**config.mk**
```make
export PLATFORM = sky130hd
export DESIGN_NAME = fpmul_round_stage
export DESIGN_NICKNAME = d
export VERILOG_FILES = /design/src/rtl/fpmul_pkg.sv /design/src/rtl/fpmul_round_core.sv /design/src/rtl/fpmul_round_stage.sv
export SDC_FILE = /design/constraint.sdc
export NUM_CORES = 1
export LEC_CHECK = 0
export ABC_AREA = 0
export BUFFER_PORTS_ARGS = -buffer_cell sky130_fd_sc_hd__buf_2
export CAP_MARGIN = 20
export CORE_ASPECT_RATIO = 0.5
export CORE_UTILIZATION = 53
export DETAILED_ROUTE_END_ITERATION = 16
export PLACE_DENSITY = 0.8
export SYNTH_ARGS = -nofsm -noshare
export SYNTH_HDL_FRONTEND = slang
export SYNTH_HIERARCHICAL = 1
export SYNTH_SLANG_ARGS = --single-unit
```
**constraint.sdc**
```tcl
create_clock -name clk -period 2.9 [get_ports clk]
set_input_delay 0.29 -clock clk [delete_from_list [all_inputs] [get_ports clk]]
set_output_delay 0.29 -clock clk [all_outputs]
set_load 0.01 [all_outputs]
```
**src/rtl/fpmul_pkg.sv**
```systemverilog
// Shared widths, IEEE-754 single-precision constants, flag bit positions and
// buffer-occupancy states for the FP multiplier rounding stage.
package fpmul_pkg;

    localparam int DEF_D_WIDTH = 32;
    localparam int DEF_M_WIDTH = 23;
    localparam int DEF_E_WIDTH = 8;
    localparam int DEF_M       = 48;

    localparam int BIAS    = 127;
    localparam int EXP_MAX = 255;

    localparam int FLAG_W   = 3;
    localparam int FLAG_OVF = 2;
    localparam int FLAG_UNF = 1;
    localparam int FLAG_INX = 0;

    typedef enum logic [1:0] {
        ST_EMPTY = 2'd0,
        ST_ONE   = 2'd1,
        ST_FULL  = 2'd2
    } state_t;

endpackage

```
**src/rtl/fpmul_round_core.sv**
```systemverilog
// Normalize, round and exception handling for a raw significand product.
// Define FPMUL_ROUND_RNE_EN for round-to-nearest-even; otherwise truncate.
module fpmul_round_core
    import fpmul_pkg::*;
#(
    parameter int D_WIDTH = DEF_D_WIDTH,
    parameter int M_WIDTH = DEF_M_WIDTH,
    parameter int E_WIDTH = DEF_E_WIDTH,
    parameter int M       = DEF_M
) (
    input  logic               sign,
    input  logic [E_WIDTH:0]   exp_sum,
    input  logic [M-1:0]       product,
    input  logic               zero,
    output logic [D_WIDTH-1:0] result,
    output logic [FLAG_W-1:0]  flags
);

    localparam int EW = E_WIDTH + 2;

    logic               shift, guard, sticky, round_up, carry, ovf, unf;
    logic [M_WIDTH-1:0] mant_raw, mant;
    logic [M_WIDTH:0]   mant_sum;
    logic [EW-1:0]      exp_w;

    // A product in [2,4) has its leading one one place higher; drop it one bit later.
    assign shift    = product[M-1];
    assign mant_raw = shift ? product[M-2 -: M_WIDTH] : product[M-3 -: M_WIDTH];
    assign guard    = shift ? product[M-2-M_WIDTH] : product[M-3-M_WIDTH];
    assign sticky   = shift ? |product[M-3-M_WIDTH:0] : |product[M-4-M_WIDTH:0];

`ifdef FPMUL_ROUND_RNE_EN
    assign round_up = guard & (sticky | mant_raw[0]);
`else
    assign round_up = 1'b0;
`endif

    assign mant_sum = {1'b0, mant_raw} + {{M_WIDTH{1'b0}}, round_up};
    assign carry    = mant_sum[M_WIDTH];
    assign mant     = mant_sum[M_WIDTH-1:0];

    // Two extra bits keep the biased exponent signed across the full 0..510 input range.
    assign exp_w = {1'b0, exp_sum} - EW'(BIAS)
                 + {{(EW-1){1'b0}}, shift} + {{(EW-1){1'b0}}, carry};
    assign ovf   = !exp_w[EW-1] && (exp_w >= EW'(EXP_MAX));
    assign unf   = exp_w[EW-1] || (exp_w == '0);

    // NOTE: every output gets a default before the priority chain so no latch is inferred.
    always_comb begin
        result          = {sign, exp_w[E_WIDTH-1:0], mant};
        flags           = '0;
        flags[FLAG_INX] = guard | sticky;
        if (zero) begin
            result = {sign, {(D_WIDTH-1){1'b0}}};
            flags  = '0;
        end else if (ovf) begin
            result          = {sign, {E_WIDTH{1'b1}}, {M_WIDTH{1'b0}}};
            flags           = '0;
            flags[FLAG_OVF] = 1'b1;
            flags[FLAG_INX] = 1'b1;
        end else if (unf) begin
            result          = {sign, {(D_WIDTH-1){1'b0}}};
            flags           = '0;
            flags[FLAG_UNF] = 1'b1;
            flags[FLAG_INX] = 1'b1;
        end
    end

endmodule

```
**src/rtl/fpmul_round_stage.sv**
```systemverilog
// One-cycle rounding pipeline stage with a skid buffer on a valid/ready link.
// Rounding mode is selected in fpmul_round_core via FPMUL_ROUND_RNE_EN.
module fpmul_round_stage
    import fpmul_pkg::*;
#(
    parameter int D_WIDTH = DEF_D_WIDTH,
    parameter int M_WIDTH = DEF_M_WIDTH,
    parameter int E_WIDTH = DEF_E_WIDTH,
    parameter int M       = DEF_M
) (
    input  logic               clk,
    input  logic               rst,
    input  logic               in_valid,
    output logic               in_ready,
    input  logic               in_sign,
    input  logic [E_WIDTH:0]   in_exp_sum,
    input  logic [M-1:0]       in_product,
    input  logic               in_zero,
    output logic               out_valid,
    input  logic               out_ready,
    output logic [D_WIDTH-1:0] out_result,
    output logic [FLAG_W-1:0]  out_flags
);

    state_t               state_q, state_d;
    logic                 in_ready_q, in_fire, out_fire;
    logic [D_WIDTH-1:0]   core_res, main_res_q, main_res_d, skid_res_q, skid_res_d;
    logic [FLAG_W-1:0]    core_flags, main_flags_q, main_flags_d, skid_flags_q, skid_flags_d;

    fpmul_round_core #(
        .D_WIDTH (D_WIDTH),
        .M_WIDTH (M_WIDTH),
        .E_WIDTH (E_WIDTH),
        .M       (M)
    ) u_core (
        .sign    (in_sign),
        .exp_sum (in_exp_sum),
        .product (in_product),
        .zero    (in_zero),
        .result  (core_res),
        .flags   (core_flags)
    );

    assign in_ready   = in_ready_q;
    assign out_valid  = (state_q != ST_EMPTY);
    assign out_result = main_res_q;
    assign out_flags  = main_flags_q;
    assign in_fire    = in_valid & in_ready;
    assign out_fire   = out_valid & out_ready;

    always_comb begin
        state_d      = state_q;
        main_res_d   = main_res_q;
        main_flags_d = main_flags_q;
        skid_res_d   = skid_res_q;
        skid_flags_d = skid_flags_q;
        unique case (state_q)
            ST_EMPTY: begin
                if (in_fire) begin
                    main_res_d   = core_res;
                    main_flags_d = core_flags;
                    state_d      = ST_ONE;
                end
            end
            ST_ONE: begin
                if (in_fire && out_fire) begin
                    main_res_d   = core_res;
                    main_flags_d = core_flags;
                end else if (in_fire) begin
                    skid_res_d   = core_res;
                    skid_flags_d = core_flags;
                    state_d      = ST_FULL;
                end else if (out_fire) begin
                    state_d = ST_EMPTY;
                end
            end
            ST_FULL: begin
                if (out_fire) begin
                    main_res_d   = skid_res_q;
                    main_flags_d = skid_flags_q;
                    state_d      = ST_ONE;
                end
            end
            default: state_d = ST_EMPTY;
        endcase
    end

    // NOTE: sequential state uses non-blocking assignments so all registers update together.
    always_ff @(posedge clk or posedge rst) begin
        if (rst) begin
            state_q      <= ST_EMPTY;
            in_ready_q   <= 1'b0;
            main_res_q   <= '0;
            main_flags_q <= '0;
        end else begin
            state_q      <= state_d;
            in_ready_q   <= (state_d != ST_FULL);
            main_res_q   <= main_res_d;
            main_flags_q <= main_flags_d;
        end
    end

    // NOTE: the skid data needs no reset; it is only read after being written in ST_ONE.
    always_ff @(posedge clk) begin
        skid_res_q   <= skid_res_d;
        skid_flags_q <= skid_flags_d;
    end

endmodule

```
Yosys cells after proc, flatten, opt, wreduce, memory -nomap -nowiden
Index checks and enable logic that the tools add are counted.
- $add $sub $neg: 2
- order comparisons: 1
- equality and inequality tests: 6
- multiplexer cells: 23
- bitwise logic cells: 4
- reductions and logical operators: 12
- operators by type and width (operator ; count):
    32-bit two-way mux ; 3
    32-bit case mux with 3 select lines ; 1
    31-bit two-way mux ; 3
    23-bit two-way mux ; 1
    23-bit OR reduction ; 1
    22-bit OR reduction ; 1
    3-bit two-way mux ; 5
    2-bit two-way mux ; 6
    10-bit by 1-bit adder with 10-bit output ; 1
    10-bit by 8-bit greater-or-equal comparator with 1-bit output (second input constant) ; 1
    10-bit logical NOT ; 1
    9-bit by 7-bit subtractor with 10-bit output (second input constant) ; 1
    3-bit case mux with 3 select lines ; 1
    2-bit != test (second input constant) ; 4
    2-bit case mux with 3 select lines ; 1
    4-bit AND reduction ; 1
    3-bit AND reduction ; 1
    3-bit nonzero test ; 1
    1-bit AND ; 2
    2-bit by 1-bit == test with 1-bit output (second input constant) ; 1
    2-bit == test (second input constant) ; 1
    1-bit logical AND ; 2
    2-bit logical NOT ; 1
    1-bit two-way mux ; 2
    other kinds (5) ; 5
- flip-flop bits (word level): 73
- bits of input ports: 63
- output and inout port bits: 37
- logic and storage cells: 54

Depth between registers and ports, before layout
- depth in word-level cells: 9
- gate-level depth with buffers: 15
- gate-level depth less buffers: 11

Cells and area by module
Netlist, hierarchy kept.
- by module, submodules not included (module ; instances ; cells each ; area each (um^2) ; seq. area each (um^2)):
    fpmul_round_stage ; 1 ; 172 ; 2864.0 ; 2001.9
    fpmul_round_core ; 1 ; 137 ; 1018.5 ; 0.0

Least setup slack after synthesis
OpenSTA, ideal clock, no wires.
- kind: input to register
- start point: input in_product[47]
- end point: register main_flags_q[0] (netlist: out_flags[0])
- setup time: 119 ps
- data arrival time: 3296 ps
- data required time: 2781 ps
- setup slack: -515 ps
- stages on the path: 14
- path buffers: 3
- cells stage by stage: clkbuf_1 > clkbuf_1 > inv_1 > ha_1 > inv_1 > ha_1 > clkbuf_1 > xnor2_1 > nor4_1 > o2111a_1 > a221o_1 > o31a_1 > o32a_1 > o21a_1
- longest elaborated chain between the ends: 8
- elaborated cells on any way between the ends: 15
- those cells by class: 1 x add/sub; 1 x order compare; 8 x mux; 1 x bitwise; 4 x reduce/logical
- RTL lines (what ; line ; source):
    from (decl) ; fpmul_round_stage.sv:17 ; input logic [M-1:0] in_product,
    branches (longest 4 deep; another with 10-bit by 1-bit adder with 10-bit output) ; n/a ;
    3-bit two-way mux * ; fpmul_round_core.sv:56 ; end else if (ovf) begin
    3-bit two-way mux * ; fpmul_round_core.sv:53 ; if (zero) begin
    net core_flags[0] ; fpmul_round_stage.sv:28 ; logic [FLAG_W-1:0] core_flags, main_flags_q, main_flags_d, skid_flags_q, skid_flags_d;
    3-bit two-way mux (on tied branches) ; fpmul_round_stage.sv:66, fpmul_round_stage.sv:59 ;
    3-bit case mux with 3 select lines * ; fpmul_round_stage.sv:57 ; unique case (state_q)
    to (signal assigned) ; fpmul_round_stage.sv:99 ; main_flags_q <= main_flags_d;
    to (decl) ; fpmul_round_stage.sv:28 ;
Mark *: on every way through the listed nets, which the timed path passes. The select of a mux whose other input is x is not followed.
A chain may end at the register's enable or synchronous reset.

Worst setup path in the final report
- start point: input in_product[47]
- end point: register main_res_q[12] (netlist: out_result[12])
- longest elaborated chain between the ends: 8
- elaborated cells on any way between the ends: 13
- those cells by class: 1 x add/sub; 1 x order compare; 7 x mux; 4 x reduce/logical
- RTL lines (what ; line ; source):
    branches (longest 4 deep; another with 10-bit by 1-bit adder with 10-bit output) ; n/a ;
    31-bit two-way mux * ; fpmul_round_core.sv:56 ;
    31-bit two-way mux * ; fpmul_round_core.sv:53 ;
    net core_res[12] ; fpmul_round_stage.sv:27 ; logic [D_WIDTH-1:0] core_res, main_res_q, main_res_d, skid_res_q, skid_res_d;
    32-bit two-way mux (on tied branches) ; fpmul_round_stage.sv:66, fpmul_round_stage.sv:59 ;
    32-bit case mux with 3 select lines * ; fpmul_round_stage.sv:57 ;
    to (signal assigned) ; fpmul_round_stage.sv:98 ; main_res_q <= main_res_d;
    to (decl) ; fpmul_round_stage.sv:27 ;
Marks and branches as above.

==> impl_metrics.tcl <==
set metrics [dict create \
    critPathTopFamily "compound AO/OA/AOI/OAI gates" \
    maxCapViolCount 0 \
    fin_skew_ns 0.004724 \
    wl_met2_um 4530 \
    first_pass_iters 4 \
    drtIter0Drc 273 \
    final_nets 469 \
    clock_latency_ns 0.33 \
    rows 21 \
    rsz0062_at_grt "no" \
    outcome "finished clean" \
    finalCritPeriodShare_pct 88.00 \
    synthesis.nets 374 \
    startpoint "in_product[47]" \
    wl_met1_um 4034 \
    relSlewSlack_pct 34.86 \
    start_kind "input port" \
    synthDistinctLibCells 50 \
    cts-htree-levels 3 \
    max_freq_mhz 391.9 \
    die_h_um 62.52 \
    slowest_delay_ns 0.39 \
    cts_hold_buf 0 \
    yosys_warnings 6 \
    setup_tns_ns 0 \
    cts-resized-gates 0 \
    cp_cell_sequence "buf_2, inv_1, ha_1, inv_1, ha_1, nand2_1, o21ai_0, o2111a_1, a221o_1, buf_12, nor3_2, o32a_2, o21a_1" \
    n_antenna_cell 0 \
    cts_setup_buffers 0 \
    cp.depth 13 \
    cellLeakagePower_nw 1.931 \
    r2r_start "state_q[1]$_DFF_PP0_" \
    initial_core_util_pct 56.40 \
    place_congestion 0.8699 \
    required_ns 3.12 \
    drive_gt1_share_pct 38.39 \
    critPathArrivalTime_ns 2.77 \
    numPortBuffers 99 \
    min_period_ns 2.552 \
    antenna_found_initial 0 \
    clock_sinks 73 \
    track_usage_pct 26.33 \
    hpwl_um 6242 \
    synthCells 309 \
    r2r_slack_ns 0.73 \
    cp.buffers_inverters 4 \
    vdd_drop_max_uv 361.8 \
    critPathCaptureType "flop" \
    overflow 0 \
    highest_layer "met4" \
    hold_class "in -> async" \
    p_per_area_nw_per_um2 832.0 \
    syn-mean-instance-area_um2 12.56 \
    die_w_um 123.0 \
    cts_buffer_depth 2 \
    grt_pass1_wl_um 15480 \
    critPathSlowestCell "o32a_2" \
    numCtsBuffers 9 \
    finalWirelength_um 9350 \
    cp_max_fo 11 \
    synth_area_um2 3882 \
    grt_pass1_vias 3044 \
    worst_slew_pin_slew_ns 0.9734 \
    via_count 3076 \
    r2r-end "out_result[30]$_DFFE_PP0P_" \
    synthFlopType "dfrtp_1" \
    finalHoldViolCount 0 \
    reg2reg_depth 3 \
    ys_seq_area_share_pct 51.56 \
    viasPerCell 6.140 \
    holdWs_ns 0.08600 \
    ys_seq_elements 73 \
    slew_viol_final 0 \
    synth_edf_count 35 \
    power.total_mw 3.927 \
    synthToLayoutAreaGrowth_pct 21.59 \
    synthArstFlopShare_pct 52.05 \
    dieArea_um2 7692 \
    coreArea_um2 6884 \
    clkSlewWorstSetupHoldPaths_ns 0.05 \
    setup_violations 0 \
    wl_per_cell_um 18.66 \
    io_pins 100 \
    grt_max_degree 39 \
    worstSetupPathType "in -> reg" \
    drcViolationCount 0 \
    cts_tree "done" \
    drtAntennaViolNets 0 \
    met3_length_um 629 \
    clockRootBuffer "clkbuf_16" \
]
-- Yosys cell counts (2+ instances only) --
| cell | n | area [um^2] |
|---|---|---|
| nor2b_1 | 2 | 12.51 |
| xor2_1 | 4 | 35.03 |
| nor3_1 | 8 | 40.04 |
| xnor2_1 | 3 | 26.28 |
| a21oi_1 | 4 | 20.02 |
| nor4_1 | 5 | 31.28 |
| o32a_2 | 5 | 56.30 |
| nor2_1 | 5 | 18.77 |
| and3_1 | 2 | 12.51 |
| nand4_1 | 2 | 12.51 |
| and2_1 | 2 | 12.51 |
| buf_6 | 8 | 90.09 |
| edfxtp_1 | 35 | 1051 |
| nand3_1 | 4 | 20.02 |
| o22ai_1 | 8 | 50.05 |
| clkbuf_1 | 8 | 30.03 |
| buf_2 | 5 | 25.02 |
| o32a_1 | 30 | 300.3 |
| nor3_2 | 20 | 200.2 |
| dfrtp_1 | 38 | 950.9 |
| nand4b_1 | 2 | 17.52 |
| ha_1 | 2 | 25.02 |
| o21a_1 | 36 | 270.3 |
| o21ai_0 | 3 | 15.01 |
| nand2_1 | 5 | 18.77 |
| a21o_1 | 2 | 15.01 |
| inv_1 | 8 | 30.03 |
| buf_4 | 5 | 37.54 |
| nand2b_1 | 4 | 25.02 |
| mux2i_1 | 24 | 240.2 |
-- layout by cell type, fill, tap and decap left out, types with 3 or more instances in the layout --
| cell type | n |
|---|---|
| buf_2 | 99 |
| dfrtp_1 | 38 |
| o21a_1 | 36 |
| edfxtp_1 | 35 |
| o32a_1 | 30 |
| mux2i_1 | 24 |
| nor3_2 | 20 |
| clkbuf_16 | 9 |
| buf_4 | 9 |
| o22ai_1 | 8 |
| inv_1 | 8 |
| nor3_1 | 8 |
| nand2_1 | 5 |
| o32a_2 | 5 |
| nor2_1 | 5 |
| nor4_1 | 5 |
| a21oi_1 | 4 |
| nand3_1 | 4 |
| nand2b_1 | 4 |
| xor2_1 | 4 |
| o21ai_0 | 3 |
| xnor2_1 | 3 |
-- layout make-up --
type	count	area, um^2
clock buffers	13	260.3
clock inverters	3	40.04
fillers	519	2163
inverters	8	30.03
multi-input cells	202	1670
flip-flops and latches	73	2002
well taps	92	115.1
repair buffers	110	603.1
-- per-layer routing --
layer / track usage [%] / vias up
li1: - / 1417
met1: 35.34 / 1502
met2: 41.92 / 139
met3: 7.026 / 18
met4: 7.982 / 0
met5: 0 / -
-- cell families after synthesis --
logic type / count (synthesis) / share of synthesized area (%)
AOI/OAI and AO/OA: 99 / 21.37
xor gates and xnor gates: 7 / 1.579
adders and majority gates: 2 / 0.6444
buffers and inverters: 34 / 5.479
DFF: 73 / 51.56
muxes: 24 / 6.188
and+or+nand+nor: 70 / 13.18
-- how the worst max path moves through the flow --
stage / endpoint / slack, ns
2_1_floorplan: out_flags[0]$_DFFE_PP0P_ / 0.0003
3_3_place_gp: out_flags[0]$_DFFE_PP0P_ / 0.16
3_5_place_dp: out_result[15]$_DFFE_PP0P_ / 0.06
4_1_cts: out_result[12]$_DFFE_PP0P_ / 0.39
5_1_grt: out_result[12]$_DFFE_PP0P_ / 0.20
6_report: out_result[12]$_DFFE_PP0P_ / 0.35
-- where the power goes --
part | switching, mW | internal (mW)
clock network | 0.399 | 0.710
registers | 0.177 | 1.41
logic | 0.649 | 0.585
-- worst min-delay path, delay by kind of cell --
kind                   cells  cell delay, ns
buffers and inverters      3            0.56
-- per-stage QoR --
stage / instances / setup WS [ns] / cell area [um^2] / util [%]
floorplan: 309 / 0.0002929 / 3895 / -
global placement: 485 / 0.1600 / 4420 / 64.21
detailed placement: 485 / 0.05636 / 4420 / 64.21
CTS: 501 / 0.3941 / 4721 / 68.58
global route: 501 / 0.1994 / 4721 / 68.58
finish: 501 / 0.3481 / 4721 / 68.58
-- sequential cells by signal, summed over array words and instances, names as in the netlist --
| name | count |
|---|---|
| in_ready | 1 |
| out_flags | 3 |
| out_result | 32 |
| skid_flags_q | 3 |
| skid_res_q | 32 |
| state_q | 2 |
(Power assumes the default switching activity.)
